$ cat config.mk
export PLATFORM = sky130hd
export DESIGN_NAME = control_unit
export DESIGN_NICKNAME = d
export VERILOG_FILES = /design/src/rtl/control_unit.sv
export SDC_FILE = /design/constraint.sdc
export NUM_CORES = 1
export LEC_CHECK = 0
export CORE_UTILIZATION = 66
export CTS_BUF_LIST = sky130_fd_sc_hd__clkbuf_4
export DETAILED_ROUTE_END_ITERATION = 7
export DONT_BUFFER_PORTS = 1
export PLACE_DENSITY = 0.89
export SLEW_MARGIN = 20
export SYNTH_ARGS = -nofsm -noshare
export SYNTH_HDL_FRONTEND = slang
export SYNTH_SLANG_ARGS = --single-unit
$ cat constraint.sdc
create_clock -name clk -period 2.7 [get_ports clk]
set_clock_uncertainty 0.2 [all_clocks]
set_input_delay 0.54 -clock clk [delete_from_list [all_inputs] [get_ports clk]]
set_output_delay 0.54 -clock clk [all_outputs]
set_load 0.02 [all_outputs]
$ cat src/rtl/control_unit.sv
// control_unit: multi-cycle instruction sequencer for a small register-file/ALU
// datapath. It accepts one 16-bit instruction per FETCH handshake, holds it in
// the instruction register (IR) and then sequences EXEC (and WB where needed).
// Datapath controls are decoded combinationally from the state and the IR.
// The datapath bypassb input must be tied low at integration; it is not driven here.
module control_unit #(
    parameter int M = 3,
    parameter int N = 8
) (
    input  logic         clk,
    input  logic         rst,
    input  logic [15:0]  instr,
    input  logic         instr_valid,
    output logic         instr_ready,
    input  logic         z_flag,
    input  logic         n_flag,
    input  logic         o_flag,
    output logic         ie,
    output logic         write,
    output logic         reada,
    output logic         readb,
    output logic [M-1:0] waddr,
    output logic [M-1:0] ra,
    output logic [M-1:0] rb,
    output logic [2:0]   op,
    output logic         en,
    output logic         oe,
    output logic [N-1:0] offset,
    output logic         bypassa,
    output logic [N-1:0] pc,
    output logic         halted
);

    typedef enum logic [1:0] {
        S_FETCH = 2'd0,
        S_EXEC  = 2'd1,
        S_WB    = 2'd2,
        S_HALT  = 2'd3
    } state_t;

    localparam logic [3:0] OP_ADD  = 4'd0;
    localparam logic [3:0] OP_SUB  = 4'd1;
    localparam logic [3:0] OP_AND  = 4'd2;
    localparam logic [3:0] OP_OR   = 4'd3;
    localparam logic [3:0] OP_XOR  = 4'd4;
    localparam logic [3:0] OP_NOT  = 4'd5;
    localparam logic [3:0] OP_MOV  = 4'd6;
    localparam logic [3:0] OP_NOP  = 4'd7;
    localparam logic [3:0] OP_LDI  = 4'd8;
    localparam logic [3:0] OP_IN   = 4'd9;
    localparam logic [3:0] OP_OUT  = 4'd10;
    localparam logic [3:0] OP_BRZ  = 4'd11;
    localparam logic [3:0] OP_BRN  = 4'd12;
    localparam logic [3:0] OP_BRO  = 4'd13;
    localparam logic [3:0] OP_BRA  = 4'd14;
    localparam logic [3:0] OP_HALT = 4'd15;

    localparam logic [2:0]   ALU_PASS = 3'b110;
    localparam logic [N-1:0] PC_ONE   = {{(N-1){1'b0}}, 1'b1};

    // Register-field index resized to the register-file address width.
    function automatic logic [M-1:0] to_addr(input logic [2:0] field);
        return M'(field);
    endfunction

    // Immediate routed to the ALU: unsigned, resized to the data width.
    function automatic logic [N-1:0] zext_imm(input logic [7:0] v);
        return N'(v);
    endfunction

    // Branch displacement: two's-complement byte sign-extended to the pc width.
    function automatic logic [N-1:0] sext_imm(input logic [7:0] v);
        return N'($signed(v));
    endfunction

    state_t       state_r;
    state_t       next_state_s;
    logic [N-1:0] pc_r;
    logic [N-1:0] pc_next_s;
    logic [15:0]  ir_r;
    logic         ir_load_s;

    logic [3:0]   opcode_s;
    logic [2:0]   r1_s;
    logic [2:0]   r2_s;
    logic [2:0]   r3_s;
    logic [7:0]   imm_s;
    logic [N-1:0] pc_plus1_s;
    logic [N-1:0] pc_branch_s;

    assign opcode_s    = ir_r[15:12];
    assign r1_s        = ir_r[11:9];
    assign r2_s        = ir_r[8:6];
    assign r3_s        = ir_r[5:3];
    assign imm_s       = ir_r[7:0];
    assign pc_plus1_s  = pc_r + PC_ONE;
    assign pc_branch_s = pc_r + sext_imm(imm_s);

    assign pc     = pc_r;
    assign halted = (state_r == S_HALT);

    // State, program counter and instruction register; reset aborts any instruction.
    always_ff @(posedge clk) begin
        if (rst) begin
            state_r <= S_FETCH;
            pc_r    <= '0;
            ir_r    <= 16'h0000;
        end else begin
            state_r <= next_state_s;
            pc_r    <= pc_next_s;
            if (ir_load_s) begin
                ir_r <= instr;
            end else begin
                ir_r <= ir_r;
            end
        end
    end

    // Next-state, next-pc and datapath control decode; everything idles while rst is high.
    always_comb begin
        next_state_s = state_r;
        pc_next_s    = pc_r;
        ir_load_s    = 1'b0;
        instr_ready  = 1'b0;
        ie           = 1'b0;
        write        = 1'b0;
        reada        = 1'b0;
        readb        = 1'b0;
        waddr        = '0;
        ra           = '0;
        rb           = '0;
        op           = 3'b000;
        en           = 1'b0;
        oe           = 1'b0;
        offset       = '0;
        bypassa      = 1'b0;

        if (rst) begin
            next_state_s = S_FETCH;
        end else begin
            case (state_r)
                S_FETCH: begin
                    instr_ready = 1'b1;
                    if (instr_valid) begin
                        ir_load_s    = 1'b1;
                        next_state_s = S_EXEC;
                    end else begin
                        next_state_s = S_FETCH;
                    end
                end

                S_EXEC: begin
                    case (opcode_s)
                        OP_ADD, OP_SUB, OP_AND, OP_OR, OP_XOR, OP_NOT, OP_MOV: begin
                            ra           = to_addr(r2_s);
                            rb           = to_addr(r3_s);
                            reada        = 1'b1;
                            readb        = 1'b1;
                            op           = opcode_s[2:0];
                            en           = 1'b1;
                            next_state_s = S_WB;
                        end
                        OP_LDI: begin
                            bypassa      = 1'b1;
                            offset       = zext_imm(imm_s);
                            op           = ALU_PASS;
                            en           = 1'b1;
                            next_state_s = S_WB;
                        end
                        OP_IN: begin
                            // External data is written straight in; no WB cycle needed.
                            ie           = 1'b1;
                            write        = 1'b1;
                            waddr        = to_addr(r1_s);
                            pc_next_s    = pc_plus1_s;
                            next_state_s = S_FETCH;
                        end
                        OP_OUT: begin
                            ra           = to_addr(r2_s);
                            reada        = 1'b1;
                            op           = ALU_PASS;
                            en           = 1'b1;
                            next_state_s = S_WB;
                        end
                        OP_BRZ: begin
                            if (z_flag) begin
                                pc_next_s = pc_branch_s;
                            end else begin
                                pc_next_s = pc_plus1_s;
                            end
                            next_state_s = S_FETCH;
                        end
                        OP_BRN: begin
                            if (n_flag) begin
                                pc_next_s = pc_branch_s;
                            end else begin
                                pc_next_s = pc_plus1_s;
                            end
                            next_state_s = S_FETCH;
                        end
                        OP_BRO: begin
                            if (o_flag) begin
                                pc_next_s = pc_branch_s;
                            end else begin
                                pc_next_s = pc_plus1_s;
                            end
                            next_state_s = S_FETCH;
                        end
                        OP_BRA: begin
                            pc_next_s    = pc_branch_s;
                            next_state_s = S_FETCH;
                        end
                        OP_NOP: begin
                            pc_next_s    = pc_plus1_s;
                            next_state_s = S_FETCH;
                        end
                        OP_HALT: begin
                            next_state_s = S_HALT;
                        end
                        default: begin
                            pc_next_s    = pc_plus1_s;
                            next_state_s = S_FETCH;
                        end
                    endcase
                end

                S_WB: begin
                    // Only ALU ops, LDI and OUT reach WB.
                    if (opcode_s == OP_OUT) begin
                        oe = 1'b1;
                    end else begin
                        write = 1'b1;
                        waddr = to_addr(r1_s);
                    end
                    pc_next_s    = pc_plus1_s;
                    next_state_s = S_FETCH;
                end

                S_HALT: begin
                    next_state_s = S_HALT;
                end

                default: begin
                    next_state_s = S_FETCH;
                end
            endcase
        end
    end

endmodule

== Word-level counts from Yosys, hierarchy flattened ==
Cells that the tools add are included.

* Register bits after elaboration: 26
* Latch bits: 0
* Memory bits (writable): 0
* Bits in read-only memories: 0
* Output and inout bits: 37
* Word-level logic and storage cells: 84
* Memories: 0

* Add/subtract/negate cells: 2
* $mul: 0
* Div/mod/pow operators: 0
* $lt $le $gt $ge: 0
* Equality and inequality tests: 19
* Shift-type cells: 0
* Muxes and demuxes: 50
* Bitwise operators: 0
* Reduce and logical (&&, ||, !) cells: 10

{| class="wikitable"
|+ Operators with widths
! cell !! count
|-
| 8-bit two-way mux || 6
|-
| 8-bit case mux with 5 select lines || 1
|-
| 3-bit two-way mux || 11
|-
| 4-bit equality test, second input constant || 8
|-
| 1-bit two-way mux || 26
|-
| 4-bit by 3-bit equality test with 1-bit output, second input constant || 4
|-
| 8-bit case mux with 2 select lines || 1
|-
| 3-bit case mux with 2 select lines || 2
|-
| 9-bit OR reduction || 1
|-
| 8-bit by 1-bit adder with 8-bit output, second input constant || 1
|-
| 8-bit adder || 1
|-
| 4-bit by 2-bit equality test with 1-bit output, second input constant || 2
|-
| 2-bit case mux with 4 select lines || 1
|-
| 8-bit OR reduction || 1
|-
| 7-bit OR reduction || 1
|-
| 6-bit by 3-bit != test with 1-bit output, second input constant || 1
|-
| 2-bit case mux with 3 select lines || 1
|-
| 6-bit OR reduction || 1
|-
| 2-bit equality test, second input constant || 2
|-
| 4-bit by 1-bit equality test with 1-bit output, second input constant || 1
|-
| 4-bit logical NOT || 1
|-
| 2-bit OR reduction || 2
|-
| 2-bit by 1-bit equality test with 1-bit output, second input constant || 1
|-
| 2-bit logical NOT || 1
|-
| 3 further kinds || 3
|}

== Depth between registers and ports, before layout ==
Gate-level depths: netlist (run 1).

* Depth in word-level cells: 5
* Mapped depth: 8
* Depth with buffers taken out: 8

== Worst setup path after synthesis (run 1) ==
OpenSTA, ideal clock, no wires.

* Path type: input to output
* From: input port rst
* To: output port waddr[0]
* Arrival time: 2,265 ps
* Path slack: -305 ps
* Stages on the path: 5
* Path buffers: 1
* Path through: clkbuf_1 > nand2b_1 > nor4_1 > o21ai_1 > nor2_1

* Word-level cells in the longest chain between the ends: 1

{| class="wikitable"
|+ RTL lines
! what !! RTL line !! text
|-
| start: declaration || 11 || <nowiki>input logic rst,</nowiki>
|-
| 3-bit two-way mux || 138 || <nowiki>if (rst) begin</nowiki>
|-
| end: declaration || 22 || <nowiki>output logic [M-1:0] waddr,</nowiki>
|}

Every way passes these cells.

== Final worst setup path (run 1) ==
* From: register state_r[1]
* To: output port waddr[0]

* Word-level cells in the longest chain between the ends: 3
* Elaborated cells on any way between the ends: 4

{| class="wikitable"
|+ RTL lines
! what !! RTL line !! text
|-
| start: declaration || 76 || <nowiki>state_t state_r;</nowiki>
|-
| start signal: assignment || 109 || <nowiki>state_r <= next_state_s;</nowiki>
|-
| 2-bit equality test / 2-bit by 1-bit equality test with 1-bit output (equally long branches) || 141 || <nowiki>case (state_r)</nowiki>
|-
| 3-bit case mux with 2 select lines * || 141 ||
|-
| 3-bit two-way mux * || 138 ||
|}

Mark *: on every way between the ends. The rest lies on a longest branch, timed or not.

==> results of run 1 <==
[power breakdown]
group | switching [mW] | internal [mW]
Clock | 0.122 | 0.150
Combinational | 0.101 | 0.0741
Sequential | 0.0367 | 0.409
Total | 0.260 | 0.633
[Yosys cell counts, types with 2 or more instances]
library cell  number  area, um^2
a211oi_1           2        15.0
a21oi_1            9        45.0
a22oi_1            4        30.0
a31oi_1            5        31.3
and2_1            14        87.6
and3_1             5        31.3
buf_2              3        15.0
buf_4              2        15.0
buf_6              3        33.8
clkbuf_1           6        22.5
dfxtp_1           26         521
ha_1              13         163
inv_1             12        45.0
mux2i_1            5        50.1
nand2_1           19        71.3
nand2b_1          22         138
nand3_1            4        20.0
nor2_1            26        97.6
nor2b_1            2        12.5
o21a_1             3        22.5
o21ai_0           12        60.1
o21ai_1            8        40.0
o31ai_1            8        60.1
xnor2_1            5        43.8
xor2_1             2        17.5
[how the worst max path moves through the flow]
stage / from / endpoint / slack (ps) / cells after the start
final: state_r[1] / waddr[0] / 50 / 7
after global routing: state_r[1] / waddr[0] / -40 / 7
after CTS: state_r[1] / offset[6] / 20 / 6
after detailed placement: pc[0] / pc[6] / 350 / 8
after global placement: rst / rb[0] / 390 / 3
after floorplan: rst / op[0] / -30 / 4
[kinds of logic (layout without fill, tap and decap cells)]
group,count (synthesis),count (layout),synth area share (%)
AO/OA/AOI/OAI,59,59,20.5
XOR/XNOR,7,7,3.22
adder cells (fa/ha/maj),14,14,9.59
buffers and inverters,28,29,7.29
flip-flops,26,26,27.3
multiplexers,6,6,3.22
AND/OR/NAND/NOR,102,102,28.9
[area by class of cell]
class / count / area [um^2] / area share, %
tap: 31 / 38.8 / 1.91
sequential: 26 / 522 / 25.7
timing repair buffer: 12 / 90.1 / 4.43
clock buffer: 3 / 22.5 / 1.11
multi-input combinational: 188 / 1280 / 63.0
inverter: 13 / 48.8 / 2.40
clock inverter: 1 / 30.0 / 1.48
[worst max-delay path, cell delays in order (launching register included)]
cell and delay [ps]:
dfxtp_1 360, inv_1 110, ha_1 240, nand2b_4 110, nor4_4 340, o21ai_2 150, nor2_1 120, buf_4 150
[registers in the layout, summed over array words and instances (netlist names)]
register and flops:
ir_r 16, pc 8, state_r 2
[what timing repair did]
action                                  CTS  global route
pin swaps                                 0             1
resized for setup                         1             7
setup buffers                             0             0
cloned                                    0             0
endpoints found under the setup margin    4            12
[per-layer routing]
| layer | vias up | GRT usage, % | wire (um) |
|---|---|---|---|
| li1 | 831 | - | - |
| met3 | 6 | 3.72 | 182 |
| met4 | 0 | 15.4 | 81 |
| met2 | 47 | 48.7 | 2090 |
| met5 | - | 0 | 0 |
| met1 | 804 | 31.8 | 1780 |
[per-stage QoR]
stage	setup WS, ps	instances	utilization [%]	total power, mW	hold slack (ps)
6_report	51.0	274	74.4	0.893	52.8
5_1_grt	-42.5	274	74.4	0.935	43.9
4_1_cts	15.6	274	73.5	0.895	43.5
3_5_place_dp	355	270	71.4	0.622	261
3_3_place_gp	395	270	71.4	0.617	260
2_1_floorplan	-30.1	242	-	0.601	248
==> out/qor.csv, run 1 <==
stage,metric,value,unit
worst_setup_path,WP data arrival,1910,ps
clock_network,Clock Root Buffer,clkbuf_4,
worst_setup_path,flop2flop setup slack,300,ps
sta,Slew Limit Fails,0,
clock_network,"Reg clk slew, reported paths",140,ps
placed_design,DP HPWL,2.96,mm
synth,ys async rst share,0,%
routing,drc violations,0,
floorplanning,boundary pin count,59,
grt,gr usage total,27.5,%
clock_network,CTS tree,done,
routing,Via density,6.16,
clock_network,latest clock arrival within the worst-skew pair,330,ps
sta,Tightest Pin Transition,969,ps
worst_setup_path,Startpoint Class,flop,
clock_network,CTS Sinks,26,
routing,via count,1688,
sta,Final Hold Viols,0,
power,LEAKAGE,0.831,nW
placed_design,GPL Wtd Cong,0.835,
worst_setup_path,CP endpoint kind,output port,
layout,NumNets Final,280,
clock_network,CTS Hold Bufs,0,
placed_design,Port Buf Inserts,0,
worst_setup_path,critical path type,flop to output port,
floorplanning,Die ar.,3110,um^2
sta,Final setup violation count,0,
routing,final wirelength,4.13,mm
routing,antenna-violating nets left,0,
sta,Slew headroom,35.4,%
floorplanning,Die W,55.7,um
power,pwr/cell area,439,nW/um^2
sta,fmax,378,MHz
layout,layout cell share with drive strength beyond 1,13.2,%
floorplanning,initial core utilization,69.7,%
outcome,status,completed,
job,max cap viols,0,
synth,Yosys cell types,47,
floorplanning,standard-cell row count,19,
grt,antenna violations before repair,0,
synth,synthesized net count,278,
worst_hold_path,WHS Endpoint,state_r[0],
clock_network,CTS Buffer Depth,2,
sta,final worst-path cycle share,98.1,%
worst_hold_path,Worst Hold Depth,1,
clock_network,Num CTS Buffers,3,
synth,cells after synthesis,242,
layout,fillcell total,213,
floorplanning,Placeable Area,2730,um^2
layout,"leading cell type in the layout, fill and taps excluded",nor2_1,
routing,Iter 0 DRT Violations,88,
routing,First-pass DRT Iterations,6,
layout,"commonest non-fill, non-tap cells in the layout","26 x nor2_1, 25 x dfxtp_1, 21 x nand2b_1",
grt,GR Overflow Total,0,
synth,Post-Synthesis Cell Area,1910,um^2
sta,Total Neg Setup Slack,0,ps
synth,sequential fraction of the synthesis area,27.3,%
worst_setup_path,FF-to-FF Start,pc[0],
routing,WL per Instance,15.1,um
synth,top_reg_cell synth,dfxtp_1,
worst_setup_path,RR Endpoint,pc[6],
worst_hold_path,hold wc startpoint,rst,
synth,number of synthesis warnings,0,
grt,vias in the first global route,1575,
synth,"EDFF count, synth",0,
grt,largest net degree at the start of global routing,32,
worst_setup_path,WP data required,1960,ps
grt,first-pass GRT wire length,6.83,mm
power,maximum vdd ir drop,0.429,mV
placed_design,DP Area,1950,um^2
worst_setup_path,r2r worst-path depth,8,
clock_network,htree depth,1,
worst_hold_path,Worst Hold Class,input pin to flop,
sta,Tmin final,2650,ps
synth,"Avg Cell Area, Syn",7.87,um^2
floorplanning,Die Y-Extent,55.7,um
layout,Ant. Diodes,0,
worst_setup_path,CP Max Fanout,7,
synth,Yosys reg bits,26,
layout,area delta synth->final,6.70,%
layout,"Design Area, Final",2030,um^2
Note: power is estimated with default switching activity, not from simulation.
==> run 2, diff against run 1 <==
--- a/config.mk
+++ b/config.mk
@@ -5,11 +5,11 @@
 export SDC_FILE = /design/constraint.sdc
 export NUM_CORES = 1
 export LEC_CHECK = 0
-export CORE_UTILIZATION = 66
+export CORE_UTILIZATION = 40
 export CTS_BUF_LIST = sky130_fd_sc_hd__clkbuf_4
 export DETAILED_ROUTE_END_ITERATION = 7
 export DONT_BUFFER_PORTS = 1
-export PLACE_DENSITY = 0.89
+export PLACE_DENSITY = 0.61
 export SLEW_MARGIN = 20
 export SYNTH_ARGS = -nofsm -noshare
 export SYNTH_HDL_FRONTEND = slang
==> run 2 against run 1 <==
The flow now finishes with violations (DRC). Via count decreased by 2.7%. Clock-buffer cell count unchanged. Final cell count increased by 8.0%.
==> out/qor.csv, run 2 (synthesized netlist as in run 1, its figures left out) <==
stage,metric,value,unit,change
routing,via count,1643,,-2.7%
power,Comb pwr share,19.5,%,about the same
placed_design,GPL Wtd Cong,0.784,,-6.2%
layout,Ant. Diodes,0,,unchanged
routing,antenna-violating nets left,0,,unchanged
worst_setup_path,crit path capture,rb[1],,
routing,final wirelength,4.48,mm,+8.4%
sta,Slew headroom,65.7,%,+30 points
worst_setup_path,RR Endpoint,pc[6],,
worst_setup_path,WP data arrival,1850,ps,-60 ps
outcome,failing checks,DRC,,
power,Psw,269,uW,+3.4%
clock_network,Clock Root Buffer,clkbuf_4,,
grt,vias in the first global route,1438,,-8.7%
worst_setup_path,flop2flop setup slack,340,ps,+40 ps
clock_network,latest clock arrival within the worst-skew pair,330,ps,about the same
floorplanning,Placeable Area,4470,um^2,+64%
worst_setup_path,r2r worst-path depth,8,,unchanged
grt,first-pass GRT wire length,7.00,mm,+2.4%
sta,final worst-path cycle share,95.9,%,-2.2 points
routing,WL per Instance,15.1,um,+0.34%
sta,Slew Limit Fails,0,,unchanged
sta,fmax,386,MHz,+2.3%
power,Seq pwr share,49.6,%,-0.3 points
sta,Tightest Pin Transition,515,ps,-454 ps
worst_hold_path,Worst Hold Class,input pin to flop,,
power,pwr/cell area,431,nW/um^2,-1.8%
routing,Via density,5.55,,-9.9%
power,maximum vdd ir drop,0.223,mV,-48%
worst_setup_path,critical path type,flop to output port,,
sta,Final setup violation count,0,,unchanged
routing,First-pass DRT Iterations,6,,unchanged
sta,Final WS setup,111,ps,+60.3 ps
layout,"leading cell type in the layout, fill and taps excluded",nor2_1,,
floorplanning,boundary pin count,59,,unchanged
worst_setup_path,CP endpoint kind,output port,,
outcome,status,finished with violations,,
worst_setup_path,Startpoint Class,flop,,
worst_setup_path,Worst setup startpoint,state_r[1],,
grt,antenna violations before repair,0,,unchanged
layout,NumNets Final,281,,+0.36%
job,max cap viols,0,,unchanged
sta,Tmin final,2590,ps,-60.3 ps
clock_network,CTS Buffer Depth,2,,unchanged
layout,Largest register FFs,16,,unchanged
clock_network,"Reg clk slew, reported paths",150,ps,about the same
floorplanning,Die Y-Extent,71.0,um,+27%
routing,Iter 0 DRT Violations,108,,+23%
grt,GR Overflow Total,0,,unchanged
clock_network,Num CTS Buffers,3,,unchanged
layout,layout cell share with drive strength beyond 1,18.0,%,+4.9 points
power,Internal Pwr Total,635,uW,+0.27%
floorplanning,Die W,71.0,um,+27%
worst_setup_path,WP data required,1960,ps,about the same
sta,Final Hold Viols,0,,unchanged
floorplanning,standard-cell row count,24,,+5
layout,fin cells,296,,+8.0%
clock_network,CTS Hold Bufs,0,,unchanged
power,LEAKAGE,0.842,nW,+1.3%
floorplanning,Die ar.,5040,um^2,+62%
clock_network,CTS Sinks,26,,unchanged
power,clock group share of total power,31.0,%,+0.5 points
power,Switching Fraction,29.7,%,+0.64 points
routing,drc violations,2,,+2
clock_network,htree depth,1,,unchanged
worst_setup_path,FF-to-FF Start,pc[0],,
placed_design,Placed Instances,291,,+7.8%
layout,area delta synth->final,9.91,%,
grt,largest net degree at the start of global routing,32,,unchanged
clock_network,CTS tree,done,,
power,total power,904,uW,+1.2%
worst_setup_path,CP Max Fanout,7,,unchanged
floorplanning,initial core utilization,42.6,%,-27 points
layout,"commonest non-fill, non-tap cells in the layout","26 x nor2_1, 23 x dfxtp_1, 20 x nand2b_1",,
grt,gr usage total,17.4,%,-10 points
placed_design,DP HPWL,3.25,mm,+10%
placed_design,worst slack at placement,356,ps,+0.998 ps
layout,Top reg by flops,ir_r,,
placed_design,Port Buf Inserts,0,,unchanged
-- run 2: repair_timing --
action	4_1_cts	5_1_grt
gates cloned	0	1
pin swaps	0	1
buffers inserted	0	0
gates resized for setup	3	18
endpoints found under the setup margin	15	16
-- run 2: worst min-delay path by stage --
| stage | cells past startpoint | startpoint | endpoint |
|---|---|---|---|
| floorplan | 2 | ir_r[10] | ir_r[10] |
| global placement | 2 | ir_r[8] | ir_r[8] |
| detailed placement | 2 | ir_r[9] | ir_r[9] |
| CTS | 1 | rst | pc[3] |
| global route | 1 | rst | pc[6] |
| finish | 1 | rst | state_r[0] |
-- run 2: power by group through the flow --
| stage | registers, mW | logic, mW | clock network [mW] |
|---|---|---|---|
| after global routing | 0.453 | 0.197 | 0.305 |
| final | 0.448 | 0.176 | 0.280 |
| after detailed placement | 0.455 | 0.171 | 0 |
| after CTS | 0.447 | 0.173 | 0.292 |
| after floorplan | 0.440 | 0.161 | 0 |
| after global placement | 0.454 | 0.169 | 0 |
-- run 2: worst max-delay path, stage by stage, from the launching register on --
cell and delay (ps):
dfxtp_1 360, inv_1 100, ha_2 240, nand2b_4 110, a311oi_1 230, buf_4 220, and2_1 260
-- run 2: through the flow --
stage / instance area (um^2) / hold WS, ps / utilization, % / TNS [ps]
after detailed placement: 1980 / 259 / 44.2 / 0
after global routing: 2090 / 14.7 / 46.8 / -41.8
final: 2090 / 51.2 / 46.8 / 0
after CTS: 2030 / 28.1 / 45.5 / 0
after floorplan: 1910 / 248 / - / -179
after global placement: 1980 / 263 / 44.2 / 0
-- run 2: cell type report --
cell class	count	area (um^2)
Clock buffer	3	22.5
Clock inverter	1	30.0
Fill cell	472	2380
Inverter	13	48.8
Multi-Input combinational cell	188	1300
Sequential cell	26	524
Tap cell	52	65.1
Timing Repair Buffer	13	105
-- run 2: routing by layer --
layer / vias to the layer above / wire, um / track usage, %
met5: - / 0 / 0
met3: 2 / 347 / 5.13
met1: 759 / 1960 / 22.3
met2: 53 / 2160 / 29.2
met4: 0 / 17 / 3.56
li1: 829 / - / -
==> run 3, diff against run 2 <==
--- a/config.mk
+++ b/config.mk
@@ -5,6 +5,7 @@
 export SDC_FILE = /design/constraint.sdc
 export NUM_CORES = 1
 export LEC_CHECK = 0
+export ABC_AREA = 1
 export CORE_UTILIZATION = 40
 export CTS_BUF_LIST = sky130_fd_sc_hd__clkbuf_4
 export DETAILED_ROUTE_END_ITERATION = 7
==> run 3 against run 2 <==
The flow now finishes without violations. Wire length rose by 19%. Design area increased by 18%. Die area rose by 10%. Clock power is 36% lower. Core utilization is 2.1 points higher. Sequential power down 0.9%. Non-clock buffer count grew 20. Critical path type unchanged. Critical endpoint is now offset[2].
==> out/qor.csv, run 3 <==
stage,metric,value,unit,change
synth,Synth top area share,24.7,%,-2.6 points
layout,fin cells,448,,+51%
floorplanning,standard-cell row count,26,,+8.3%
grt,GR Overflow Total,0,,unchanged
sta,Slew headroom,71.7,%,+6.0 points
sta,final worst-path cycle share,95.5,%,-0.37 points
sta,Tightest Pin Transition,424,ps,-91.2 ps
synth,sequential fraction of the synthesis area,24.7,%,-2.6 points
power,pwr/cell area,355,nW/um^2,-18%
layout,fillcell total,573,,+21%
routing,drc violations,0,,-2
routing,WL per Instance,11.9,um,-21%
layout,layout cell share with drive strength beyond 1,16.7,%,-1.4 points
clock_network,"Reg clk slew, reported paths",150,ps,about the same
synth,Commonest cells post-synth,"86 x nand2_1, 66 x inv_1, 51 x nor2_1",,
placed_design,Placed Instances,441,,+52%
placed_design,worst slack at placement,342,ps,-13.9 ps
synth,top_reg_cell synth,dfxtp_1,,
placed_design,DP Area,2400,um^2,+21%
worst_setup_path,Top Family by Delay on Critical Path,buffers and inverters,,
sta,Slew Limit Fails,0,,unchanged
placed_design,GPL Wtd Cong,0.848,,+8.2%
clock_network,CTS tree,done,,
synth,cell with the most instances after synthesis,nand2_1,,
clock_network,CTS Sinks,26,,unchanged
sta,Final WS setup,121,ps,+10.0 ps
power,LEAKAGE,1.26,nW,+50%
worst_setup_path,crit-path max cell delay,360,ps,about the same
clock_network,CTS Buffer Depth,2,,unchanged
routing,antenna-violating nets left,0,,unchanged
layout,area delta synth->final,17.8,%,
synth,cells after synthesis,347,,+43%
floorplanning,initial core utilization,41.5,%,-1.1 points
grt,gr usage total,20.3,%,+2.9 points
grt,largest net degree at the start of global routing,33,,+3.1%
sta,fmax,388,MHz,+0.39%
layout,"commonest non-fill, non-tap cells in the layout","85 x nand2_1, 63 x inv_1, 46 x nor2_1",,
worst_setup_path,CP endpoint kind,output port,,
worst_hold_path,Worst Hold Class,input pin to flop,,
worst_setup_path,CP Max Fanout,8,,+1
layout,Ant. Diodes,0,,unchanged
layout,Largest register FFs,16,,unchanged
grt,vias in the first global route,1896,,+32%
placed_design,Port Buf Inserts,0,,unchanged
routing,First-pass DRT Iterations,4,,-2
clock_network,Clock Root Buffer,clkbuf_4,,
synth,"EDFF count, synth",0,,unchanged
worst_setup_path,WP data required,1960,ps,about the same
routing,Via density,4.79,,-14%
power,maximum vdd ir drop,0.262,mV,+18%
layout,NumNets Final,415,,+48%
power,total power,881,uW,-2.5%
synth,leading area contributor after synthesis,dfxtp_1,,
sta,Final setup violation count,0,,unchanged
synth,ys async rst share,0,%,unchanged
synth,Yosys cell types,31,,-34%
clock_network,Num CTS Buffers,3,,unchanged
worst_setup_path,WP data arrival,1840,ps,about the same
worst_setup_path,Startpoint Class,flop,,
synth,"Avg Cell Area, Syn",6.07,um^2,-23%
worst_setup_path,cell mode on critical path,inv_2,,
placed_design,DP HPWL,4.13,mm,+27%
floorplanning,Die W,74.6,um,+5.0%
sta,Tmin final,2580,ps,-10.0 ps
floorplanning,Placeable Area,5070,um^2,+13%
floorplanning,Die Y-Extent,74.6,um,+5.0%
worst_setup_path,crit-path cells,inv_2 -> ha_4 -> inv_1 -> nor2_2 -> inv_2 -> nor3_2 -> inv_1 -> nor2_2 -> inv_2 -> nor2_1 -> buf_4,,
worst_setup_path,critical path type,flop to output port,,
sta,Total Neg Setup Slack,0,ps,unchanged
synth,number of synthesis warnings,0,,unchanged
floorplanning,Die ar.,5560,um^2,+10%
floorplanning,boundary pin count,59,,unchanged
worst_setup_path,WP buf/inv,6,,+4
routing,via count,2144,,+30%
worst_setup_path,CP max stage cell,dfxtp_2,,
synth,synthesized net count,383,,+38%
routing,Iter 0 DRT Violations,110,,+1.9%
clock_network,CTS Hold Bufs,0,,unchanged
synth,Post-Synthesis Cell Area,2110,um^2,+11%
routing,final wirelength,5.33,mm,+19%
job,max cap viols,0,,unchanged
clock_network,htree depth,1,,unchanged
clock_network,latest clock arrival within the worst-skew pair,330,ps,about the same
sta,Final Hold Viols,0,,unchanged
layout,"Design Area, Final",2480,um^2,+18%
layout,Top reg by flops,ir_r,,
layout,"leading cell type in the layout, fill and taps excluded",nand2_1,,
synth,Yosys reg bits,26,,unchanged
grt,antenna violations before repair,0,,unchanged
grt,first-pass GRT wire length,8.70,mm,+24%
outcome,status,completed,,
synth,leading post-synthesis cells by cell area,"dfxtp_1 25%, nand2_1 15%, inv_1 12%",,
## run 3: where the power goes
group | internal (mW) | switching [mW]
clock | 0.0544 | 0.126
combinational | 0.0947 | 0.162
sequential | 0.413 | 0.0311
total | 0.562 | 0.319
## run 3: kinds of logic (layout without fill, tap and decap cells)
family                   count (synthesis)  in the layout  share of synthesized area [%]
AND/OR/NAND/NOR                        184            184                           37.9
buffers and inverters                   73            104                           13.1
AO/OA/AOI/OAI                           43             43                           12.7
flip-flops                              26             26                           24.7
adder cells (fa/ha/maj)                 14             14                           8.67
XOR/XNOR                                 7              7                           2.91
## run 3: final cells by class
cell class / count / area, um^2 / share of cell area [%]
Multi-Input combinational cell: 248 / 1340 / 54.2
Sequential cell: 26 / 524 / 21.1
Inverter: 67 / 251 / 10.1
Timing Repair Buffer: 33 / 248 / 9.98
Tap cell: 70 / 87.6 / 3.53
Clock buffer: 3 / 22.5 / 0.908
Clock inverter: 1 / 3.75 / 0.151
## run 3: path summary, 6_finish.rpt
kind	startpoint	endpoint	slack, ps	depth (start not counted)
worst max-delay path	state_r[1]	offset[2]	120	11
worst min-delay path	rst	state_r[0]	50	1
worst max register to register	pc[1]	pc[1]	720	9
worst min register to register	ir_r[8]	ir_r[8]	280	2
## run 3: timing repair
| item | CTS | global route |
|---|---|---|
| buffers inserted | 0 | 3 |
| endpoints found under the setup margin | 8 | 19 |
| hold endpoints to repair | 0 | 0 |
| resized for setup | 2 | 12 |
| pin swaps | 0 | 2 |
## run 3: worst register-to-register path: stages, from the launching register on
cell     delay (ps)
dfxtp_1         610
fa_1            470
inv_1           130
nand2_1          60
o21ai_0          70
nor2_1           60
nor2_1          100
nand4_1          90
nand2_1          70
a21oi_1          50
## run 3: per-stage QoR
| step | util, % | hold WS (ps) |
|---|---|---|
| 5_1_grt | 48.9 | 20.1 |
| 3_3_place_gp | 47.3 | 260 |
| 3_5_place_dp | 47.3 | 265 |
| 6_report | 48.9 | 48.9 |
| 2_1_floorplan | - | 248 |
| 4_1_cts | 47.8 | 35.3 |
## run 3: metal layers
metal	track usage (%)	wire length (um)
met1	27.9	2580
met4	5.03	48
met2	32.5	2370
met5	0	0
met3	3.93	330
